--- src/rtl/switch_allocator.sv ---
// -----------------------------------------------------------------------------
// switch_allocator
// Separable 5x5 switch allocator for one mesh router. It routes each input's
// head destination with XY dimension order. It then arbitrates each output
// round-robin among the inputs that request it. A grant is held for the whole
// packet (wormhole lock), and the allocator drives the crossbar select for
// each output.
// Port index everywhere: 0=Local 1=North 2=East 3=South 4=West.
//
// Ports
//   clk        : clock, all state on the rising edge
//   rst        : asynchronous reset, active-low
//   req        : req[i], input unit i wants its routed output
//   dest       : destination address of the packet at the head of unit i
//   flit_valid : unit i presents a flit this cycle
//   flit_tail  : the flit presented by unit i is the packet tail
//   out_ready  : downstream of output o accepts a flit this cycle
//   gnt        : gnt[i], unit i owns its routed output (registered)
//   xbar_sel   : input index driven onto output o, 3'd7 = none (registered)
//   out_valid  : flit on output o is valid (combinational)
//   in_fire    : flit of unit i is transferred this cycle (combinational)
// -----------------------------------------------------------------------------
module switch_allocator #(
    parameter int unsigned ADDRESS_SIZE = 4,
    parameter int unsigned X_COORD      = 0,
    parameter int unsigned Y_COORD      = 0
) (
    input  logic                          clk,
    input  logic                          rst,
    input  logic [4:0]                    req,
    input  logic [4:0][ADDRESS_SIZE-1:0]  dest,
    input  logic [4:0]                    flit_valid,
    input  logic [4:0]                    flit_tail,
    input  logic [4:0]                    out_ready,
    output logic [4:0]                    gnt,
    output logic [4:0][2:0]               xbar_sel,
    output logic [4:0]                    out_valid,
    output logic [4:0]                    in_fire
);

    localparam int unsigned NP   = 5;
    localparam int unsigned PW   = 3;
    localparam int unsigned HALF = ADDRESS_SIZE / 2;

    localparam logic [HALF-1:0] X_C = HALF'(X_COORD);
    localparam logic [HALF-1:0] Y_C = HALF'(Y_COORD);

    localparam logic [PW-1:0] P_LOCAL = 3'd0;
    localparam logic [PW-1:0] P_NORTH = 3'd1;
    localparam logic [PW-1:0] P_EAST  = 3'd2;
    localparam logic [PW-1:0] P_SOUTH = 3'd3;
    localparam logic [PW-1:0] P_WEST  = 3'd4;
    localparam logic [PW-1:0] P_NONE  = 3'd7;

    typedef enum logic {
        S_IDLE   = 1'b0,
        S_LOCKED = 1'b1
    } own_state_t;

    own_state_t                r_state [NP];
    logic [NP-1:0][PW-1:0]     r_xbar;
    logic [NP-1:0][PW-1:0]     r_ptr;
    logic [NP-1:0]             r_gnt;

    logic [NP-1:0][HALF-1:0]   w_dx;
    logic [NP-1:0][HALF-1:0]   w_dy;
    logic [NP-1:0][PW-1:0]     w_route;
    logic [NP-1:0][NP-1:0]     w_cand;
    logic [NP-1:0]             w_pick_vld;
    logic [NP-1:0][PW-1:0]     w_pick;
    logic [NP-1:0]             w_out_valid;
    logic [NP-1:0]             w_in_fire;
    logic [NP-1:0]             w_release;

    // XY dimension-order route of every input's current destination
    always_comb begin
        w_dx    = '0;
        w_dy    = '0;
        w_route = '0;
        for (int unsigned i = 0; i < NP; i++) begin
            w_dx[i] = dest[i][ADDRESS_SIZE-1:HALF];
            w_dy[i] = dest[i][HALF-1:0];
            if (w_dx[i] > X_C)
                w_route[i] = P_EAST;
            else if (w_dx[i] < X_C)
                w_route[i] = P_WEST;
            else if (w_dy[i] > Y_C)
                w_route[i] = P_SOUTH;
            else if (w_dy[i] < Y_C)
                w_route[i] = P_NORTH;
            else
                w_route[i] = P_LOCAL;
        end
    end

    // Per-output candidate sets and round-robin pick starting at the pointer
    always_comb begin
        w_cand     = '0;
        w_pick_vld = '0;
        w_pick     = '0;
        for (int unsigned o = 0; o < NP; o++) begin
            for (int unsigned i = 0; i < NP; i++) begin
                w_cand[o][i] = req[i] & (w_route[i] == PW'(o)) & ~r_gnt[i];
            end
        end
        for (int unsigned o = 0; o < NP; o++) begin
            for (int unsigned off = 0; off < NP; off++) begin
                for (int unsigned i = 0; i < NP; i++) begin
                    if (!w_pick_vld[o] && w_cand[o][i] &&
                        (((32'(r_ptr[o]) + off) % NP) == i)) begin
                        w_pick_vld[o] = 1'b1;
                        w_pick[o]     = PW'(i);
                    end
                end
            end
        end
    end

    // Transfer and release conditions for locked outputs
    always_comb begin
        w_out_valid = '0;
        w_in_fire   = '0;
        w_release   = '0;
        for (int unsigned o = 0; o < NP; o++) begin
            if (r_state[o] == S_LOCKED) begin
                for (int unsigned i = 0; i < NP; i++) begin
                    if (r_xbar[o] == PW'(i)) begin
                        w_out_valid[o] = r_gnt[i] & flit_valid[i] & out_ready[o];
                        w_in_fire[i]   = w_out_valid[o];
                        // tail leaves, or the owner abandons its request
                        w_release[o]   = (w_out_valid[o] & flit_tail[i]) | ~req[i];
                    end
                end
            end
        end
    end

    // Per-output ownership FSMs; the grant vector and crossbar selects move with them
    always_ff @(posedge clk or negedge rst) begin
        if (!rst) begin
            for (int unsigned o = 0; o < NP; o++) begin
                r_state[o] <= S_IDLE;
            end
            r_xbar <= '1;
            r_ptr  <= '0;
            r_gnt  <= '0;
        end else begin
            for (int unsigned o = 0; o < NP; o++) begin
                case (r_state[o])
                    S_IDLE: begin
                        if (w_pick_vld[o]) begin
                            r_state[o] <= S_LOCKED;
                            r_xbar[o]  <= w_pick[o];
                            r_ptr[o]   <= (w_pick[o] == PW'(NP - 1)) ? '0
                                                                     : PW'(w_pick[o] + 3'd1);
                            for (int unsigned i = 0; i < NP; i++) begin
                                if (w_pick[o] == PW'(i))
                                    r_gnt[i] <= 1'b1;
                            end
                        end
                    end
                    S_LOCKED: begin
                        if (w_release[o]) begin
                            r_state[o] <= S_IDLE;
                            r_xbar[o]  <= P_NONE;
                            for (int unsigned i = 0; i < NP; i++) begin
                                if (r_xbar[o] == PW'(i))
                                    r_gnt[i] <= 1'b0;
                            end
                        end
                    end
                    default: begin
                        r_state[o] <= S_IDLE;
                    end
                endcase
            end
        end
    end

    assign gnt       = r_gnt;
    assign xbar_sel  = r_xbar;
    assign out_valid = w_out_valid;
    assign in_fire   = w_in_fire;

endmodule
--- config.mk ---
export PLATFORM = sky130hd
export DESIGN_NAME = switch_allocator
export DESIGN_NICKNAME = d
export VERILOG_FILES = /design/src/rtl/switch_allocator.sv
export SDC_FILE = /design/constraint.sdc
export NUM_CORES = 1
export LEC_CHECK = 0
export CORE_MARGIN = 4
export CORE_UTILIZATION = 60
export DETAILED_ROUTE_END_ITERATION = 10
export PLACE_DENSITY = 0.81
export SLEW_MARGIN = 20
export SYNTH_ARGS = -nofsm -noshare
export SYNTH_HDL_FRONTEND = slang
export SYNTH_SLANG_ARGS = --single-unit
export TNS_END_PERCENT = 1
--- constraint.sdc ---
create_clock -name clk -period 6.9 [get_ports clk]
set_input_delay 1.725 -clock clk [delete_from_list [all_inputs] [get_ports clk]]
set_output_delay 1.725 -clock clk [all_outputs]
set_load 0.05 [all_outputs]
# [Word-level counts from Yosys, hierarchy flattened]
# Index checks and enable logic that the tools add are counted.
[totals] register_bits=40 latch_bits=0 ram_bits=0 rom_bits=0 input_bits=42 out_inout_bits=30 word_cells=1270 memories=0
[op_classes] add_sub_neg=25 mul=0 div_mod_pow=25 n_lt_le_gt_ge=20 eq_ne=170 shift=0 muxes=454 bitwise=145 reduce_logical=415
[op_table] cell="32-bit by 2-bit == test with 1-bit output, second input constant" count=50
[op_table] cell="32-bit by 1-bit == test with 1-bit output, second input constant" count=25
[op_table] cell="32-bit by 3-bit == test with 1-bit output, second input constant" count=25
[op_table] cell="32-bit logical NOT" count=25
[op_table] cell="32-bit by 3-bit modulo with 32-bit output, second input constant" count=20
[op_table] cell="3-bit 2-to-1 mux" count=141
[op_table] cell="1-bit 2-to-1 mux" count=279
[op_table] cell="1-bit logical AND" count=245
[op_table] cell="3-bit by 3-bit modulo with 32-bit output, second input constant" count=5
[op_table] cell="1-bit logical NOT" count=120
[op_table] cell="1-bit AND" count=105
[op_table] cell="3-bit by 2-bit == test with 1-bit output, second input constant" count=30
[op_table] cell="5-bit 2-to-1 mux" count=15
[op_table] cell="5-bit one-hot mux with 2 select lines" count=5
[op_table] cell="3-bit by 1-bit == test with 1-bit output, second input constant" count=15
[op_table] cell="3-bit == test, second input constant" count=15
[op_table] cell="3-bit logical NOT" count=15
[op_table] cell="3-bit by 2-bit adder with 4-bit output, second input constant" count=10
[op_table] cell="3-bit one-hot mux with 2 select lines" count=5
[op_table] cell="1-bit bitwise OR" count=25
[op_table] cell="3-bit by 1-bit adder with 4-bit output, second input constant" count=5
[op_table] cell="3-bit by 3-bit adder with 4-bit output, second input constant" count=5
[op_table] cell="2-bit by 1-bit greater-than comparator with 1-bit output, second input constant" count=10
[op_table] cell="2-bit by 1-bit < comparator with 1-bit output, second input constant" count=10
[op_table] cell="other kinds (7)" count=49

# [Depth between registers and ports, before layout]
[depth] depth_word=122 ltp_mapped=31 mapped_depth_nobuf=26

# [Worst setup path after synthesis]
# OpenSTA, ideal clock, no wires.
[synth_path] path_kind="reg-to-reg" start="reg r_ptr[6] in the netlist's numbering" end="reg r_gnt[3] (netlist: gnt[3])" setup_ns=0.126 arrival_ns=6.144 t_required_ns=6.774 path_slack_ns=0.630 stages_incl_launch_ff=28 path_buffers=6 period_less_slack_ns=6.270 cell_sequence="dfrtp_1 > buf_4 > buf_2 > buf_1 > clkbuf_1 > inv_1 > ha_1 > clkbuf_1 > inv_2 > ha_1 > nor3_1 > nor2_1 > xnor2_1 > ha_1 > clkbuf_1 > a211oi_1 > mux2_2 > a221oi_2 > a21boi_0 > o21ai_1 > a32oi_1 > o2111ai_1 > nor2b_1 > inv_2 > ha_1 > ha_1 > nor3b_1 > a221o_1"
[synth_between] elab_chain_len=110 word_cells_on_any_way=170 classes_between="add/sub: 4; div: 5; eq/ne: 21; mux: 62; reduce/logical: 78"
[synth_lines] item="start, declared" line="62" text="logic [NP-1:0][PW-1:0] r_ptr;"
[synth_lines] item="start signal, assigned by index" line="154" text="r_ptr[o] <= (w_pick[o] == PW'(NP - 1)) ? '0"
[synth_lines] item="parallel branches: the longest is 102 deep, another holds 32-bit by 3-bit modulo with 32-bit output"
[synth_lines] item="5-bit 2-to-1 mux (*)" line="151" text="if (w_pick_vld[o]) begin"
[synth_lines] item="5-bit one-hot mux with 2 select lines (*)" line="149" text="case (r_state[o])"
[synth_lines] item="1-bit 2-to-1 mux (on tied branches)" line="167, 157"
[synth_lines] item="5-bit 2-to-1 mux (on tied branches)" line="163, 151"
[synth_lines] item="5-bit one-hot mux with 2 select lines (*)" line="149"
[synth_lines] item="1-bit 2-to-1 mux (on tied branches)" line="167, 157"
[synth_lines] item="5-bit 2-to-1 mux (on tied branches)" line="163, 151"
[synth_lines] item="5-bit one-hot mux with 2 select lines (*)" line="149"
[synth_lines] item="end signal, assigned" line="146" text="r_gnt <= '0;"
[synth_lines] item="end signal, assigned by index" line="158" text="r_gnt[i] <= 1'b1;"
[synth_lines] item="end signal, assigned by index" line="168" text="r_gnt[i] <= 1'b0;"
[synth_lines] item="end, declared" line="63" text="logic [NP-1:0] r_gnt;"
# Every way passes the cells marked *.
# A chain may end at the register's enable or synchronous reset.

# [Worst setup path after layout]
[layout_path] start="reg r_ptr[10] in the netlist's numbering" end="reg r_gnt[4] (netlist: gnt[4])"
[layout_between] elab_chain_len=107 word_cells_on_any_way=165 classes_between="add/sub: 4; div: 5; eq/ne: 21; mux: 57; reduce/logical: 78"
[layout_lines] item="parallel branches: the longest is 102 deep, another holds 32-bit by 3-bit modulo with 32-bit output"
[layout_lines] item="5-bit 2-to-1 mux (*)" line="151"
[layout_lines] item="5-bit one-hot mux with 2 select lines (*)" line="149"
[layout_lines] item="1-bit 2-to-1 mux (on tied branches)" line="167, 157"
[layout_lines] item="5-bit 2-to-1 mux (on tied branches)" line="163, 151"
[layout_lines] item="5-bit one-hot mux with 2 select lines (*)" line="149"
# Marked as above.

==> summary.md <==
| Metric | Value |
|---|---|
| Mapped Nets | `1541` |
| Compound-cell area share of the yosys netlist | `36.5%` |
| CP peak stage delay | `660 ps` |
| Die height | `138 um` |
| XOR/XNOR Fraction of Synth Area | `2.31%` |
| Critical-path top delay cell | `ha_1` |
| Primary FF master, synth | `dfrtp_1` |
| Number of synthesized flops with an enable pin | `0` |
| Fin. Hold Viols | `0` |
| Worst slew pin tran | `854 ps` |
| IO buf count | `71` |
| Relative slew margins | `42.3%` |
| Hold WS | `515 ps` |
| Ant diodes | `0` |
| Synth cell types | `108` |
| # IOs | `72` |
| Vias per cell | `6.96` |
| Post-synthesis instance area | `10100 um^2` |
| Largest family of logic cells by synthesized area | `compound AO/OA/AOI/OAI gates` |
| Register area share after synthesis | `8.08%` |
| Metal2 WL | `14500 um` |
| Postcts setup bufs | `0` |
| GP Congestion | `1.00` |
| Core area | `16500 um^2` |
| Post-Syn Area per Cell | `7.19 um^2` |
| Max rail drop VDD | `0.000346 V` |
| CTS tree | `yes` |
| Synth Instances | `1406` |
| Internal power | `2.28 mW` |
| Most frequent cells in the layout | `nor2_1 (118), nand2_1 (102), ha_1 (92)` |
| Simple-gate share of the synthesized area | `29.3%` |
| Number of clock sinks | `32` |
| Residual DRC | `0` |
| Ys Warns | `0` |
| Net Sw Frac | `59.3%` |
| Setup CP Type | `reg2reg` |
| Logic pwr share | `87.7%` |
| Tightest Hold Check Type | `reg2reg` |
| Hold buffers post-CTS | `0` |
| Lkg Pwr | `4.40 nW` |
| Clk_lat worst skew | `280 ps` |
| Power density cells | `507 nW/um^2` |
| Die X | `138 um` |
| Critical Path Sink Type | `register` |
| Post-Route WL | `31500 um` |
| First-pass GRT wire length | `51300 um` |
| Final core occ | `66.8%` |
| Worst-path fanout max | `18` |
| Net Switching | `3.32 mW` |
| Clk pin slew, worst setup/hold paths | `50 ps` |
| Vias in the first global route | `10500` |
| Initial drt markers | `1242` |
| H-tree levels | `2` |
| Area Growth Syn to Fin | `9.16%` |
| Status | `finished clean` |
| Fin crit share | `92.0%` |
| Final non-filler cell area | `11000 um^2` |
| Synth async-reset ratio | `100%` |
| Gr ovfl total | `0` |
| Hpwl dp | `24200 um` |
| Antenna-violating nets left | `0` |
| Buf/Inv on CP | `4` |
| Total CTS buffers | `5` |
| Clock skew | `6.31 ps` |
| Commonest non-fill, non-tap cell in the layout | `nor2_1` |
| Final Max Tran Viols | `0` |
| Post-DP Area | `10900 um^2` |
| Post-CTS sizing | `0` |
| Die Footprint | `19000 um^2` |
| Largest net degree at the start of global routing | `51` |
| Max-Cap Viols | `0` |
| Global Route Usage Sum | `32.3%` |
| DR top layer | `met4` |
| Met3 Wirelength | `2650 um` |
| Initial core utilization | `61.2%` |
| Row count | `47` |
| Wire length on met1 | `13600 um` |
| Min Tclk post-route | `6350 ps` |
| Worst path cell trace | `clkinvlp_4 > ha_1 > o21ai_0 > a211oi_1 > ha_1 > fa_1 > a21bo_2 > a211oi_2 > mux2i_1 > nor3b_1 > a22oi_1 > o2111ai_2 > nor4_1 > nor3_2 > o211ai_2 > inv_1 > ha_1 > inv_1 > nor2_1 > a221oi_2 > inv_1 > a221o_1` |
| Adder-cell share of the synthesized area | `11.6%` |
| Setup violators final | `0` |
| Pre-Repair DR Iteration Count | `5` |
| Clock Power Share | `3.8%` |
| FMAX | `0.158 GHz` |
| Mux share of post-synthesis cell area | `5.58%` |
| Arrival time worst endpoint | `6510 ps` |
| Via count | `11500` |
| Clock root buffer | `clkbuf_16` |
| Largest delay share family, worst path | `compound AO/OA/AOI/OAI gates` |
| Post-synthesis register bit count | `32` |
| Wire per inst | `19.1 um` |
| Clk buf depth | `2` |
| Final net count | `1563` |
| Reg power frac | `8.5%` |
| Layout cells sized above 1 | `9.45%` |
| CP Data Required Time | `7060 ps` |
| CP Launch Type | `register` |
| Initial antenna violation count | `0` |
through the flow:
stage / TNS, ps / setup slack [ps] / std cells / power (mW)
2_1_floorplan: 0 / 630 / 1406 / 4.21
3_3_place_gp: 0 / 748 / 1641 / 5.16
3_5_place_dp: 0 / 628 / 1641 / 5.24
4_1_cts: 0 / 620 / 1648 / 5.48
5_1_grt: -7.15 / -7.15 / 1648 / 6.08
6_report: 0 / 551 / 1648 / 5.59
power by group through the flow:
stage / clock network [mW] / registers, mW / logic (mW)
floorplan: 0 / 0.487 / 3.72
global placement: 0 / 0.463 / 4.70
detailed placement: 0 / 0.464 / 4.77
CTS: 0.212 / 0.462 / 4.80
global route: 0.222 / 0.487 / 5.37
finish: 0.213 / 0.473 / 4.91
layer usage:
metal	track usage (%)	vias up
li1	-	5436
met1	43.8	5374
met2	53.4	569
met3	4.67	89
met4	9.06	0
met5	0	-
worst paths after layout:
kind                       startpoint     endpoint  slack [ps]  cells after the start
setup / recovery            r_ptr[10]       gnt[4]         550                     22
setup reg to reg            r_ptr[10]       gnt[4]         550                     22
max in group asynchronous         rst  xbar_sel[2]        4700                      2
min in group asynchronous         rst   r_state[3]        1850                      2
hold / removal             r_state[0]   r_state[0]         510                      1
hold reg to reg            r_state[0]   r_state[0]         510                      1
flip-flops by register name, summed over array words and instances, names as in the netlist:
register,cells
r_state,5
r_ptr,9
gnt,5
xbar_sel,13
logic make-up (layout without fill, tap and decap cells):
group | after synthesis | after routing
and+or+nand+nor | 549 | 549
xor gates and xnor gates | 22 | 22
AOI/OAI and AO/OA | 500 | 500
DFF | 32 | 32
muxes | 52 | 52
buffers and inverters | 158 | 180
adders and majority gates | 93 | 93
Yosys cell counts, drive strengths merged (14+ instances only):
cell | number | area share (%)
a211oi | 28 | 2.2
a21o | 20 | 1.5
a21oi | 71 | 3.8
a22oi | 18 | 1.5
a31oi | 27 | 1.7
and2 | 20 | 1.3
buf | 32 | 1.9
clkbuf | 47 | 1.7
dfrtp | 19 | 4.7
ha | 92 | 11
inv | 77 | 2.9
mux2i | 38 | 3.8
nand2 | 103 | 3.9
nand2b | 36 | 2.2
nand3 | 50 | 2.5
nand4 | 20 | 1.2
nor2 | 119 | 4.5
nor2b | 36 | 2.2
nor3 | 46 | 2.5
o211ai | 29 | 2.2
o21a | 17 | 1.3
o21ai | 97 | 5.0
o22ai | 16 | 0.99
or2 | 17 | 1.1
or3 | 14 | 0.87
xnor2 | 18 | 1.6
final cells by class:
type | instances | area [um^2]
sequential | 32 | 817
fill | 1494 | 5490
multi-input combinational | 1216 | 8630
tap | 220 | 275
inverter | 79 | 300
clock buffer | 6 | 129
clock inverter | 1 | 5.00
timing repair buffer | 94 | 883
No activity file was read; power rests on OpenSTA's default activity.
